$ cat config.mk
export PLATFORM = sky130hd
export DESIGN_NAME = weight_stream_loader
export DESIGN_NICKNAME = d
export VERILOG_FILES = /design/src/rtl/weight_load_pkg.sv /design/src/rtl/weight_gearbox_64to72.sv /design/src/rtl/weight_stream_loader.sv
export SDC_FILE = /design/constraint.sdc
export NUM_CORES = 1
export LEC_CHECK = 0
export BUFFER_PORTS_ARGS = -buffer_cell sky130_fd_sc_hd__clkbuf_2
export CAP_MARGIN = 20
export CORE_MARGIN = 5
export CORE_UTILIZATION = 54
export DETAILED_ROUTE_END_ITERATION = 8
export PLACE_DENSITY = 0.9
export SLEW_MARGIN = 20
export SYNTH_ARGS = -nofsm -noshare
export SYNTH_HDL_FRONTEND = slang
export SYNTH_SLANG_ARGS = --single-unit
$ cat constraint.sdc
create_clock -name clk -period 3.8 [get_ports clk]
set_input_delay 0.19 -clock clk [delete_from_list [all_inputs] [get_ports clk]]
set_output_delay 0.19 -clock clk [all_outputs]
set_load 0.1 [all_outputs]
$ cat src/rtl/weight_load_pkg.sv
// Shared definitions for the weight layer-load path.
//   load_state_e : loader FSM states
//   BEAT_BYTES   : bytes per AXI-Stream beat
//   WORD_BYTES   : bytes per weight_manager word
//   BUF_BYTES    : gearbox buffer capacity in bytes
//   BUF_CNT_W    : width of the gearbox byte count (0..BUF_BYTES inclusive)
package weight_load_pkg;

  typedef enum logic [2:0] {
    IDLE   = 3'd0,
    ADDR   = 3'd1,
    STREAM = 3'd2,
    FLUSH  = 3'd3,
    DRAIN  = 3'd4,
    DONE   = 3'd5
  } load_state_e;

  localparam int BEAT_BYTES = 8;
  localparam int WORD_BYTES = 9;
  localparam int BUF_BYTES  = 16;
  localparam int BUF_CNT_W  = $clog2(BUF_BYTES + 1);

endpackage

$ cat src/rtl/weight_gearbox_64to72.sv
// 64-bit to 72-bit byte regrouping buffer.
// Ports:
//   clk, rst   : clock, synchronous active-high reset
//   clear      : drop all buffered bytes (and any push this cycle)
//   emit_en    : allow a word to leave the buffer this cycle
//   flush      : emit whatever is left (1..9 bytes), zero-padded above
//   push       : append push_data above the bytes that remain after any emit
//   push_data  : one beat, byte 0 in bits [7:0]
//   emit       : a word leaves the buffer this cycle
//   space_ok   : a beat fits this cycle (depends on registered state only)
//   cnt        : bytes currently held
//   wr_en      : registered write strobe, one cycle after emit
//   wr_data    : registered word, earliest byte in bits [7:0]
module weight_gearbox_64to72
  import weight_load_pkg::*;
(
  input  logic                    clk,
  input  logic                    rst,
  input  logic                    clear,
  input  logic                    emit_en,
  input  logic                    flush,
  input  logic                    push,
  input  logic [BEAT_BYTES*8-1:0] push_data,
  output logic                    emit,
  output logic                    space_ok,
  output logic [BUF_CNT_W-1:0]    cnt,
  output logic                    wr_en,
  output logic [WORD_BYTES*8-1:0] wr_data
);

  localparam logic [BUF_CNT_W-1:0] WORD_CNT = BUF_CNT_W'(WORD_BYTES);
  localparam logic [BUF_CNT_W-1:0] BEAT_CNT = BUF_CNT_W'(BEAT_BYTES);

  // Bytes at or above cnt are kept at zero, so a flush word is padded for free.
  logic [BUF_BYTES*8-1:0] byte_buf;
  logic [BUF_BYTES*8-1:0] buf_shift;
  logic [BUF_BYTES*8-1:0] buf_fill;
  logic [BUF_CNT_W-1:0]   rem;

  always_comb begin
    emit = 1'b0;
    if (emit_en) emit = flush ? (cnt != '0) : (cnt >= WORD_CNT);
  end

  always_comb begin
    rem = cnt;
    if (emit) rem = (cnt >= WORD_CNT) ? (cnt - WORD_CNT) : '0;
    space_ok  = (rem <= BEAT_CNT);
    buf_shift = emit ? (byte_buf >> (WORD_BYTES*8)) : byte_buf;
    buf_fill  = buf_shift |
                ({{((BUF_BYTES-BEAT_BYTES)*8){1'b0}}, push_data} << {rem, 3'b000});
  end

  always_ff @(posedge clk) begin
    if (rst) begin
      byte_buf <= '0;
      cnt      <= '0;
      wr_en    <= 1'b0;
      wr_data  <= '0;
    end else begin
      wr_en <= emit;
      if (emit) wr_data <= byte_buf[WORD_BYTES*8-1:0];
      if (clear) begin
        byte_buf <= '0;
        cnt      <= '0;
      end else if (push) begin
        byte_buf <= buf_fill;
        cnt      <= rem + BEAT_CNT;
      end else begin
        byte_buf <= buf_shift;
        cnt      <= rem;
      end
    end
  end

endmodule

$ cat src/rtl/weight_stream_loader.sv
// Write-side feeder for weight_manager: regroups a 64-bit AXI-Stream of weight
// bytes into 72-bit words, one layer load per start, and checks stream length.
// Ports:
//   clk, rst        : clock, synchronous active-high reset
//   start/num_words : load command and word count N (sampled on start)
//   busy, done      : load in progress / one-cycle completion pulse
//   err_short/long  : sticky stream-length errors, cleared by the next start
//   words_written   : words emitted in the current load
//   s_axis_*        : weight byte stream from the DMA
//   wr_addr_rst     : pulse resetting the manager's write address
//   wr_en/wr_data   : write port into weight_manager
//
// state  | meaning
// IDLE   | waiting for start
// ADDR   | pulse wr_addr_rst; skip straight to DONE when N == 0
// STREAM | accept beats, emit words; padding beyond word N is discarded
// FLUSH  | stream ended early: emit leftovers, last word zero-padded
// DRAIN  | stream too long: swallow beats up to and including tlast
// DONE   | one-cycle done pulse
module weight_stream_loader
  import weight_load_pkg::*;
#(
  parameter int DEPTH      = 4096,
  parameter int ADDR_WIDTH = $clog2(DEPTH),
  parameter int CNT_W      = ADDR_WIDTH + 7
) (
  input  logic                    clk,
  input  logic                    rst,
  input  logic                    start,
  input  logic [CNT_W-1:0]        num_words,
  output logic                    busy,
  output logic                    done,
  output logic                    err_short,
  output logic                    err_long,
  output logic [CNT_W-1:0]        words_written,
  input  logic [BEAT_BYTES*8-1:0] s_axis_tdata,
  input  logic                    s_axis_tvalid,
  output logic                    s_axis_tready,
  input  logic                    s_axis_tlast,
  output logic                    wr_addr_rst,
  output logic                    wr_en,
  output logic [WORD_BYTES*8-1:0] wr_data
);

  // One extra bit so the beat count of any representable N cannot wrap.
  localparam int BEAT_W = CNT_W + 1;

  load_state_e          state;
  logic [CNT_W-1:0]     n_lat;
  logic [BEAT_W-1:0]    beats_exp;
  logic [BEAT_W-1:0]    beat_cnt;
  logic [BEAT_W-1:0]    beat_cnt_nxt;
  logic [BEAT_W+2:0]    bytes_req;
  logic                 unused_bytes_frac;
  logic                 last_ok;
  logic                 words_full;
  logic                 last_emit;
  logic                 accept;
  logic                 gb_clear;
  logic                 gb_emit_en;
  logic                 gb_flush;
  logic                 gb_push;
  logic                 gb_emit;
  logic                 gb_space_ok;
  logic [BUF_CNT_W-1:0] gb_cnt;

  // 9*N + 7; beats_exp is this divided by 8.
  assign bytes_req = {1'b0, num_words, 3'b000} + {4'b0000, num_words} + (BEAT_W+3)'(7);
  assign unused_bytes_frac = ^bytes_req[2:0];

  assign beat_cnt_nxt = beat_cnt + BEAT_W'(1);
  assign words_full   = (words_written == n_lat);
  assign last_emit    = gb_emit && ((words_written + CNT_W'(1)) == n_lat);

  assign s_axis_tready = ((state == STREAM) && gb_space_ok && (beat_cnt != beats_exp)) ||
                         (state == DRAIN);
  assign accept        = s_axis_tvalid && s_axis_tready;

  assign gb_push    = accept && (state == STREAM);
  assign gb_flush   = (state == FLUSH);
  assign gb_emit_en = ((state == STREAM) || (state == FLUSH) || (state == DRAIN)) && !words_full;
  // Once word N is out, everything else in this load is padding.
  assign gb_clear   = (state == IDLE) || ((state == STREAM) && (words_full || last_emit));

  weight_gearbox_64to72 u_gearbox (
    .clk       (clk),
    .rst       (rst),
    .clear     (gb_clear),
    .emit_en   (gb_emit_en),
    .flush     (gb_flush),
    .push      (gb_push),
    .push_data (s_axis_tdata),
    .emit      (gb_emit),
    .space_ok  (gb_space_ok),
    .cnt       (gb_cnt),
    .wr_en     (wr_en),
    .wr_data   (wr_data)
  );

  always_ff @(posedge clk) begin
    if (rst) begin
      state         <= IDLE;
      n_lat         <= '0;
      beats_exp     <= '0;
      beat_cnt      <= '0;
      last_ok       <= 1'b0;
      words_written <= '0;
      busy          <= 1'b0;
      done          <= 1'b0;
      err_short     <= 1'b0;
      err_long      <= 1'b0;
      wr_addr_rst   <= 1'b0;
    end else begin
      done        <= 1'b0;
      wr_addr_rst <= 1'b0;
      if (gb_emit) words_written <= words_written + CNT_W'(1);

      case (state)
        IDLE: begin
          if (start) begin
            n_lat         <= num_words;
            beats_exp     <= bytes_req[BEAT_W+2:3];
            beat_cnt      <= '0;
            last_ok       <= 1'b0;
            words_written <= '0;
            err_short     <= 1'b0;
            err_long      <= 1'b0;
            busy          <= 1'b1;
            wr_addr_rst   <= 1'b1;
            state         <= ADDR;
          end
        end

        ADDR: begin
          if (n_lat == '0) begin
            done  <= 1'b1;
            state <= DONE;
          end else begin
            state <= STREAM;
          end
        end

        STREAM: begin
          if (accept) begin
            beat_cnt <= beat_cnt_nxt;
            if (beat_cnt_nxt == beats_exp) begin
              if (s_axis_tlast) begin
                last_ok <= 1'b1;
              end else begin
                err_long <= 1'b1;
                state    <= DRAIN;
              end
            end else if (s_axis_tlast) begin
              err_short <= 1'b1;
              state     <= FLUSH;
            end
          end else if (words_full && last_ok) begin
            done  <= 1'b1;
            state <= DONE;
          end
        end

        FLUSH: begin
          if (gb_cnt == '0) begin
            done  <= 1'b1;
            state <= DONE;
          end
        end

        // The buffer holds at most one outstanding word on entry; it is
        // emitted in the first DRAIN cycle, before any tlast can end the load.
        DRAIN: begin
          if (accept && s_axis_tlast) begin
            done  <= 1'b1;
            state <= DONE;
          end
        end

        DONE: begin
          busy  <= 1'b0;
          state <= IDLE;
        end

        default: state <= IDLE;
      endcase
    end
  end

endmodule
======== Word-level counts from Yosys, hierarchy flattened ========
Index checks and enable logic that the tools add are counted.
word-level totals
  flip-flop bits (word level) ............. 293
  output and inout port bits .............. 98
  logic and storage cells ................. 120
cells by class
  $add $sub $neg .......................... 6
  order comparisons ....................... 2
  eq/ne operators ......................... 20
  shifts and indexed selects .............. 1
  multiplexer cells ....................... 44
  bitwise operators ....................... 2
  reduce and logical (&&, ||, !) cells .... 30
operators with widths
  kind                                                 number
  2-to-1 mux 128 bit                                   2
  bitwise OR 128 bit                                   1
  << shifter 64 x 8 -> 128 bit                         1
  2-to-1 mux 19 bit                                    3
  2-to-1 mux 20 bit                                    2
  one-hot mux 20 bit (2 select lines)                  1
  equality test 19 bit                                 2
  2-to-1 mux 3 bit                                     9
  adder 22 x 19 -> 23 bit                              1
  adder 23 x 3 -> 23 bit, second input constant        1
  adder 20 x 1 -> 20 bit, second input constant        1
  equality test 20 bit                                 1
  != test 20 bit                                       1
  adder 19 x 1 -> 19 bit, second input constant        1
  zero test 19 bit                                     1
  2-to-1 mux 1 bit                                     18
  2-to-1 mux 5 bit                                     3
  one-hot mux 3 bit (5 select lines)                   1
  AND reduction 5 bit                                  3
  != test 2 bit, second input constant                 6
  logical AND 1 bit                                    9
  one-hot mux 1 bit (2 select lines)                   4
  equality test 3 x 2 -> 1 bit, second input constant  2
  equality test 3 bit, second input constant           2
  21 further kinds                                     29

======== Logic depth before layout (Yosys ltp) ========
  depth after elaboration ................. 14
  depth in mapped cells ................... 18
  mapped depth without buffers ............ 13

======== Modules after synthesis ========
A second synthesis with hierarchy kept.
second synthesis, totals
  cell total of the unflattened synthesis .. 2025
  area, all modules ....................... 15972.8 um^2
modules (own cells, without submodules)
  module                 times used  cells an instance  area each (um^2)  seq. area each (um^2)
  weight_gearbox_64to72  1           1297               10216.0           4124.0
  weight_stream_loader   1           728                5756.8            1741.7

======== Least setup slack after synthesis ========
No wires, ideal clock.
  path type ............................... register to output
  from .................................... register words_written[4]
  to ...................................... output s_axis_tready
  data arrival time ....................... 5.625 ns
  setup slack ............................. -2.015 ns
  cell stages (with the launch flop) ...... 15
  buffers on the path ..................... 5
  path through ............................ dfxtp_1 buf_2 xor2_1 nor4_1 and3_1 buf_2 a211oi_1 a211o_1 buf_4 inv_2 buf_2 clkbuf_1 ha_1 a41oi_4 o31ai_1
between the ends
  cells in the longest elaborated chain, start to end .. 9
ends and longest elaborated chain
  what                            line                         text
  start: declaration              weight_stream_loader.sv:35   output logic [CNT_W-1:0] words_written,
  start signal: assignment        weight_stream_loader.sv:116  if (gb_emit) words_written <= words_written + CNT_W'(1);
  equality test 19 bit            weight_stream_loader.sv:72   assign words_full = (words_written == n_lat);
  zero test 1 bit                 weight_stream_loader.sv:81   assign gb_emit_en = ((state == STREAM) || (state == FLUSH) || (state == DRAIN)) && !words_full;
  logical AND 1 bit               weight_stream_loader.sv:81
  2-to-1 mux 1 bit                weight_gearbox_64to72.sv:42  if (emit_en) emit = flush ? (cnt != '0) : (cnt >= WORD_CNT);
  2-to-1 mux 5 bit                weight_gearbox_64to72.sv:47  if (emit) rem = (cnt >= WORD_CNT) ? (cnt - WORD_CNT) : '0;
  <= comparator 5 x 4 -> 1 bit    weight_gearbox_64to72.sv:48  space_ok = (rem <= BEAT_CNT);
  logical AND 1 bit (2 in a row)  weight_stream_loader.sv:75   assign s_axis_tready = ((state == STREAM) && gb_space_ok && (beat_cnt != beats_exp)) ||
  logical OR 1 bit                weight_stream_loader.sv:75
  end: declaration                weight_stream_loader.sv:38   output logic s_axis_tready,
No other way between the ends.

======== Final worst setup path ========
  from .................................... register u_gearbox.cnt[0]
  to ...................................... register u_gearbox.byte_buf[53]
between the ends
  cells in the longest elaborated chain, start to end .. 11
ends and longest elaborated chain
  what                                                                                 line                         text
  start: declaration                                                                   weight_gearbox_64to72.sv:26  output logic [BUF_CNT_W-1:0] cnt,
  start signal: assignment                                                             weight_gearbox_64to72.sv:68  cnt <= rem + BEAT_CNT;
  start signal: assignment                                                             weight_gearbox_64to72.sv:71  cnt <= rem;
  branches (longest 11 deep; another with greater-or-equal comparator 5 x 4 -> 1 bit)  --
  end signal: assignment                                                               weight_gearbox_64to72.sv:67  byte_buf <= buf_fill;
  end signal: assignment                                                               weight_gearbox_64to72.sv:70  byte_buf <= buf_shift;
  end: declaration                                                                     weight_gearbox_64to72.sv:35  logic [BUF_BYTES*8-1:0] byte_buf;
Several ways; the timed one is not identified.
A chain may end at the register's enable or synchronous reset.

==> results.json <==
{
  "outcome": "completed",
  "drc": 0,
  "synthArstFlopShare": 0,
  "holdPathEnd": "u_gearbox.byte_buf[102]",
  "synth.ff_latch_count": 293,
  "cp_max_fo": 18,
  "synth_common_cells": "nand2_1 (397), dfxtp_1 (293), a21oi_1 (159)",
  "reg2reg_slack_ps": 40,
  "use_met1": 0.470,
  "gp_congestion": 0.984,
  "slew_viol_final": 0,
  "skew_ps": 23.4,
  "dp.final_hpwl_um": 41700,
  "die_h_um": 183,
  "port_buffers": 185,
  "r2r-start": "u_gearbox.cnt[0]",
  "pwr-share-seq": 0.370,
  "end_kind": "flop",
  "busiest_layer": "met2",
  "arrival_ps": 4200,
  "fp.dieArea_um2": 33600,
  "seq_area_um2": 5910,
  "grt_pass1_wl_um": 90100,
  "synth_area_per_cell_um2": 8.14,
  "die_w_um": 183,
  "slew_headroom": 0.209,
  "synthesis.area_um2": 16200,
  "ant_nets": 0,
  "synth_cell_types": 100,
  "grt_pass1_vias": 15700,
  "initial_core_util": 0.547,
  "min_from": "s_axis_tdata[54]",
  "timing.fmax_mhz": 266,
  "cts_buffer_depth": 3,
  "worst_slew_pin_slew_ps": 1180,
  "power_frac_comb": 0.287,
  "fillers": 2537,
  "numCtsBuffers": 31,
  "path_class": "reg2reg",
  "yosys_warnings": 0,
  "yosysMostFrequentCell": "nand2_1",
  "slowest_delay_ps": 500,
  "final_hold_viol_count": 0,
  "ys_top_cells_by_area": "dfxtp_1 (36%), nand2_1 (9.2%), mux2i_1 (8.8%)",
  "rows": 63,
  "routed_wl_um": 58100,
  "use_met2": 0.506,
  "synth_ff_type": "dfxtp_1",
  "vias_per_cell": 6.37,
  "grt_overflow_total": 0,
  "root_buffer": "clkbuf_16",
  "internal_power_mw": 5.91,
  "clockPowerShare": 0.344,
  "vias": 16500,
  "final.setup.tns_ps": 0,
  "cts_tree": "built",
  "cts.sinks": 293,
  "vdd_drop_max_v": 0.000378,
  "area_growth_pct": 18.3,
  "fin_crit_sh": 0.990,
  "synth_top_cell_area_share": 0.362,
  "io_pins": 186,
  "cpMaxStageDelayCell": "or4b_4",
  "maxCapViolCount": 0,
  "multi_input_area_um2": 9680,
  "r2r_end": "u_gearbox.byte_buf[53]",
  "power_switching_mw": 3.34,
  "whs_path_depth": 4,
  "hold_class": "in2reg",
  "clock_latency_ps": 590,
  "post_drt_wl_per_cell_um": 22.4,
  "powerDensity_nw_per_um2": 483,
  "antenna_found_initial": 1,
  "syn_inst": 1990,
  "first_pass_iters": 8,
  "worstRegToRegCells": 14,
  "drt_iter0_markers": 1693,
  "core_region_area_um2": 29600,
  "hold_ws_ps": 29.9,
  "path_cells": "inv_2 -> ha_1 -> or4b_4 -> o2bb2ai_2 -> o22ai_1 -> buf_4 -> o21ai_4 -> buf_4 -> a21o_4 -> buf_4 -> mux2i_1 -> mux2i_1 -> mux2i_1 -> o32ai_1",
  "grt.met3_usage": 0.0653,
  "htreeDepth": 1,
  "synth-edff-count": 0,
  "layout-drive-gt1-share": 0.191,
  "path_clk_slew_ps": 70,
  "final-setup-viol-count": 0,
  "synth_fp_nets": 2100,
  "yosys.area.top_type": "dfxtp_1",
  "grt_max_degree": 100,
  "critPathRequiredTime_ps": 4240,
  "p_sw_frac": 0.361,
  "num-nets-final": 2284,
  "p_leak_nw": 7.09,
  "worstSetupStartpointType": "flop",
  "ys_seq_area_frac": 0.362,
  "min_period_ps": 3760,
  "grt_util_all_layers": 0.333
}
layer usage:
metal | routed length [µm] | vias up | part of all wire
met5 | 0 | - | 0
met3 | 6010 | 213 | 0.10
met1 | 24300 | 7737 | 0.42
met2 | 25100 | 978 | 0.43
met4 | 2660 | 0 | 0.046
li1 | - | 7561 | -
worst max-delay path: cells and delay by family, from the launching register on:
family / cells / cell delay (ps)
mux: 3 / 1030
fa+ha+maj: 1 / 160
simple gates: 1 / 500
buf+inv: 4 / 770
flops: 1 / 370
compound gates: 5 / 780
stage by stage:
step	cell area, µm²	util	power, mW	setup WS, ps	instances
floorplan	16300	-	5.18	26.7	1990
global placement	17700	0.596	5.96	175	2494
detailed placement	17700	0.596	6.00	109	2494
CTS	19000	0.643	9.16	21.2	2583
global route	19200	0.647	9.59	-21.3	2588
finish	19200	0.647	9.25	37.8	2589
power by group through the flow:
stage                     clock (mW)  combinational, mW  sequential (mW)
final                           3.18               2.65             3.42
after detailed placement           0               2.52             3.48
after global routing            3.32               2.84             3.43
after CTS                       3.19               2.56             3.41
after global placement             0               2.49             3.47
after floorplan                    0               1.67             3.50
layout by cell type, fill, tap and decap left out, drive strengths merged, types with 42 or more instances in the layout:
master,n
nand2,399
xor2,47
nor3,42
o21ai,68
mux2i,144
a21oi,160
nor2,128
dfxtp,293
xnor2,52
o22ai,43
buf,87
clkbuf,226
registers in the layout, summed over array words and instances (netlist names), 3 cells and up:
signal and flops:
u_gearbox.byte_buf 128, beat_cnt 20, u_gearbox.cnt 5, n_lat 19, beats_exp 20, state 3, words_written 19, u_gearbox.wr_data 72
cells by family after synthesis:
logic type	share of synthesized area
XOR/XNOR	0.0535
adder cells (fa/ha/maj)	0.0170
AO/OA/AOI/OAI	0.215
AND/OR/NAND/NOR	0.209
multiplexers	0.0953
buffers and inverters	0.0474
flip-flops	0.362
worst max path at each step:
stage,startpoint,endpoint,slack (ps)
after global routing,u_gearbox.cnt[1],u_gearbox.byte_buf[112],-20
final,u_gearbox.cnt[0],u_gearbox.byte_buf[53],40
after global placement,u_gearbox.cnt[0],u_gearbox.byte_buf[49],180
after CTS,u_gearbox.cnt[0],s_axis_tready,20
after detailed placement,u_gearbox.cnt[0],u_gearbox.byte_buf[31],110
after floorplan,words_written[4],s_axis_tready,30
final cells by class:
cell class,count,share of cell area
clock buffer,43,0.0460
timing repair buffer,302,0.102
clock inverter,14,0.00927
tap,390,0.0255
antenna,1,0.000131
inverter,16,0.00313
multi-input combinational,1530,0.505
sequential,293,0.309
repair_timing:
action | CTS | global route
hold endpoints to repair | 34 | 0
resized for setup | 0 | 17
hold buffers | 32 | 0
buffers inserted | 0 | 5
endpoints found under the setup margin | 0 | 51
No activity file was read; power rests on OpenSTA's default activity.
